[src/rtl/sysid_timeout_counter.sv]
// +----------------------------------------------------------------------+
// | sysid_timeout_counter : 16-bit clear/enable stall counter with       |
// | terminal-count compare                                               |
// | Revision: 1.0                                                        |
// +----------------------------------------------------------------------+
`default_nettype none

module sysid_timeout_counter #(
    parameter int unsigned TIMEOUT_CYCLES = 255
) (
    input  logic clock,
    input  logic reset_n,
    input  logic clear_i,
    input  logic enable_i,
    output logic expired_o
);

    localparam logic [15:0] TERMINAL = 16'(TIMEOUT_CYCLES);

    logic [15:0] count_q;
    logic [15:0] count_d;

    // Saturates so a stuck enable can never wrap back below the terminal count.
    always_comb begin
        count_d = count_q;
        if (clear_i) begin
            count_d = '0;
        end else if (enable_i && (count_q != 16'hFFFF)) begin
            count_d = count_q + 16'd1;
        end
    end

    always_ff @(posedge clock or negedge reset_n) begin
        if (!reset_n) begin
            count_q <= '0;
        end else begin
            count_q <= count_d;
        end
    end

    assign expired_o = (count_q == TERMINAL);

endmodule

`default_nettype wire

[config.mk]
export PLATFORM = sky130hd
export DESIGN_NAME = sysid_timeout_counter
export DESIGN_NICKNAME = d
export VERILOG_FILES = /design/src/rtl/sysid_timeout_counter.sv
export SDC_FILE = /design/constraint.sdc
export NUM_CORES = 1
export LEC_CHECK = 0
export CORE_MARGIN = 3
export CORE_UTILIZATION = 45
export DETAILED_ROUTE_END_ITERATION = 16
export PLACE_DENSITY_LB_ADDON = 0.15
export SLEW_MARGIN = 25
export SYNTH_ARGS = -nofsm -noshare
export SYNTH_HDL_FRONTEND = slang
export SYNTH_SLANG_ARGS = --single-unit
[constraint.sdc]
create_clock -name clock -period 5.64 [get_ports clock]
set_input_delay 0.846 -clock clock [delete_from_list [all_inputs] [get_ports clock]]
set_output_delay 0.846 -clock clock [all_outputs]
set_load 0.01 [all_outputs]
# ---- After elaboration in Yosys (flattened, before gate mapping)
# Cells that the tools add are included.
# W data, S select, Z words.
dict set report word_totals {
  out_inout_bits 1
  word_cells 8
  in_bits 4
  regBits 16
}
dict set report classes {
  n_addsub 1
  mux 2
  eq_ne 2
  n_reduce_logical 2
}
# cell count
set op_table {}
lappend op_table {{$mux W16} 2}
lappend op_table {{$add A16 B1 Y16 const B} 1}
lappend op_table {{$eq A16 B8 Y1 const B} 1}
lappend op_table {{$ne A16 B16 Y1 const B} 1}
lappend op_table {{$reduce_bool A2 Y1} 1}
lappend op_table {{$logic_and A1 B1 Y1} 1}

# ---- Logic depth before layout (Yosys ltp)
dict set report logic_depth {
  depth_word 4
  depth_mapped 7
  depth_no_buf 5
}

# ---- Worst setup path before layout
# No wires, ideal clock.
dict set report synth_timing {
  path_kind {reg2out}
  start {register count_q[0]}
  end {output port expired_o}
  slack_ns 3.662
  arrival_ns 1.132
  path_stages_with_launch 5
  path_buffers 0
  cell_sequence {dfrtp_1 > ha_1 > and4_1 > nand2_1 > nor2_1}
}
dict set report synth_between {
  elab_chain_cells 1
}
# item line_no
set synth_lines {}
lappend synth_lines {{start, declared} 20} ;# logic [15:0] count_q;
lappend synth_lines {{start signal, assigned} 37} ;# count_q <= count_d;
lappend synth_lines {{$eq A16 B8 Y1} 41} ;# assign expired_o = (count_q == TERMINAL);
lappend synth_lines {{end, declared} 15} ;# output logic expired_o
# Every way passes these cells.

# ---- Final worst setup path
# Ends and elaborated chain as after synthesis.

==> summary.md <==
| Metric | Value |
|---|---|
| Top-count cell post-synth | dfrtp_1 |
| Clk_skew | 3.266 ps |
| Cell count after synthesis | 97 |
| Yosys reg bits | 16 |
| Netlist Area Pre-Place | 953.4 µm² |
| # rows | 16 |
| Top_reg_cell synth | dfrtp_1 |
| Final net count | 108 |
| Post-synthesis average cell area | 9.829 µm² |
| Placed inst area | 996.0 µm² |
| Ys Warns | 0 |
| Slew @ Worst Pin | 832.3 ps |
| Largest family of logic cells by synthesized area | simple AND/OR/NAND/NOR gates |
| Worst setup SP type | flip-flop |
| Cell area after layout | 0.001018 mm² |
| Post-CTS setup buffers | 0 |
| # IOs | 5 |
| Fin util | 0.5139 |
| Post-Synth XOR/XNOR Area | 0.009186 |
| Slew Limit Fails | 0 |
| Simple logic cell fraction of the synthesized area | 0.2848 |
| Worst EP required | 4790 ps |
| Layout Area Growth over Synthesis | 6.825% |
| Starting Density | 0.4811 |
| Placer Congestion | 0.7725 |
| Detail Route Antenna Nets | 0 |
| Fillers | 184 |
| Gr usage total | 0.1556 |
| Mux cell area share after synthesis | 0.03281 |
| Asr flop ratio synth | 1.000 |
| Commonest cells post-synth | dfrtp_1, o21ai_1 |
| Status | finished clean |
| Inserted Clock Buffers | 3 |
| Port bufs | 4 |
| Area contributors post-synth | dfrtp_1, a21oi_2, nand4_1, o31ai_1, or3_2 |
| Biggest register | count_q |
| Clock buffer depth | 2 |
| CORE AREA | 0.001982 mm² |
| Clock-pin slew of the registers on the worst-case setup and hold paths | 90 ps |
| Clk root buf | clkbuf_4 |
| Highest clock rate | 0.3401 GHz |
| Share of the synthesized area in the top cell type | 0.4199 |
| Initial antenna violation count | 0 |
| Synth unique cells | 27 |
| CTS tree | yes |
| Largest registers | count_q: 16 flops |
| Synth Area in Adders | 0.01312 |
| Synthesized Nets | 102 |
| Worst vdd ir | 0.1405 mV |
| Hold Vio Cnt, Final | 0 |
| Period minus WS final | 2940 ps |
| Total grt overflow | 0 |
| Post-cts gate resize count | 0 |
| Slew Limit Headroom | 0.4433 |
| DRC | 0 |
| Hpwl dp | 1.344 mm |
| Via density | 6.227 |
| Endpoints failing setup | 0 |
| First-pass iteration count of the detailed router | 4 |
| Crit path max fanout | 5 |
| Min-Delay Path Class | flip-flop to flip-flop |
| Crit. End Element | primary output |
| First DRT Iteration DRCs | 23 |
| Latest clock arrival within the worst-skew pair | 280 ps |
| Biggest area consumer among synthesized cells | dfrtp_1 |
| Antenna cells | 0 |
| Seq/Total Area, Yosys | 0.4199 |
| Via Count | 797 |
| Final WL | 1.926 mm |
| RSZ-0062 raised after global routing | no |
| Setup TNS | 0 ps |
| Vias in the first global route | 692 |
| H-tree levels | 1 |
| Die H | 52.03 µm |
| First-pass GRT wire length | 3.153 mm |
| Layout cells sized above 1 | 0.1683 |
| Leakage | 0.4051 nW |
| Number of synthesized flops with an enable pin | 0 |
| PD cells | 189.4 mW/mm² |
| CTS sink count | 16 |
| Final Cycle Share | 0.5213 |
| Die ar. | 0.002707 mm² |
| Worst EP arrival | 2090 ps |
| CP Class | flip-flop to primary output |
| Largest net degree at the start of global routing | 19 |
| Post-DR wirelength/cell | 15.05 µm |
| Horiz. Die Dim | 52.03 µm |
| Cts hold-fix bufs | 0 |
| Max FFs per register | 16 |
| Complex-gate fraction of the synthesized area | 0.1916 |
| Max-cap violations | 0 |
-- worst paths after layout --
check	start	endpoint	slack, ps	cells past startpoint
max in group asynchronous	reset_n	count_q[5]	4210	1
worst max-delay path	count_q[0]	expired_o	2700	5
min in group asynchronous	reset_n	count_q[14]	980	1
worst min register to register	count_q[11]	count_q[11]	590	2
worst min-delay path	count_q[11]	count_q[11]	590	2
worst max register to register	count_q[0]	count_q[1]	3270	6
-- critical path, cell delays in order, from the launching register on --
cell	delay (ps)
dfrtp_1	430
ha_1	250
and4_1	280
nand2_1	140
nor2_1	160
clkdlybuf4s50_1	550
-- kinds of logic (layout without fill, tap and decap cells) --
| group | Yosys count | in the layout |
|---|---|---|
| fa+ha+maj | 1 | 1 |
| xor+xnor | 1 | 1 |
| mux | 3 | 3 |
| buf+inv | 6 | 10 |
| flops | 16 | 16 |
| compound gates | 25 | 25 |
| simple gates | 45 | 45 |
-- final cells by class --
type,count,area [µm²],area share
clock buffer,3,22.52,0.02211
inverter,2,7.507,0.007371
multi-input combinational,75,506.7,0.4975
sequential,16,400.4,0.3931
tap,27,33.78,0.03317
timing repair buffer,5,47.55,0.04668
-- report_power, final --
group          internal [mW]  switching [mW]
sequential             0.116         0.00202
combinational        0.00498         0.00904
clock                 0.0248          0.0360
-- metrics by stage --
| step | worst slack, ps | instances | hold WS [ps] | power (mW) |
|---|---|---|---|---|
| after detailed placement | 3069 | 125 | 579.8 | 0.1345 |
| after floorplan | 3662 | 97 | 547.3 | 0.1302 |
| after CTS | 2710 | 128 | 595.5 | 0.1961 |
| after global placement | 3139 | 124 | 570.4 | 0.1340 |
| final | 2700 | 128 | 591.8 | 0.1929 |
| after global routing | 2582 | 128 | 611.4 | 0.2019 |
-- layer usage --
layer  vias to the layer above  track usage  part of all wire
li1                        390            -                 -
met1                       390       0.2161              0.49
met2                        15       0.2218              0.46
met3                         2      0.04298             0.039
met4                         0      0.06987            0.0073
met5                         -            0                 0
-- placed cells by master (no fill, tap or decap), drive strengths merged, types with 2 or more instances in the layout --
| master | n |
|---|---|
| nand3 | 5 |
| nor2 | 5 |
| and3 | 3 |
| nand4 | 7 |
| dfrtp | 16 |
| inv | 2 |
| or4 | 5 |
| or3 | 7 |
| o21ai | 7 |
| clkdlybuf4s50 | 4 |
| mux2i | 2 |
| and4 | 2 |
| nand2 | 6 |
| clkbuf | 3 |
| nor4 | 3 |
| o31ai | 5 |
| a21oi | 12 |
(Power assumes the default switching activity.)
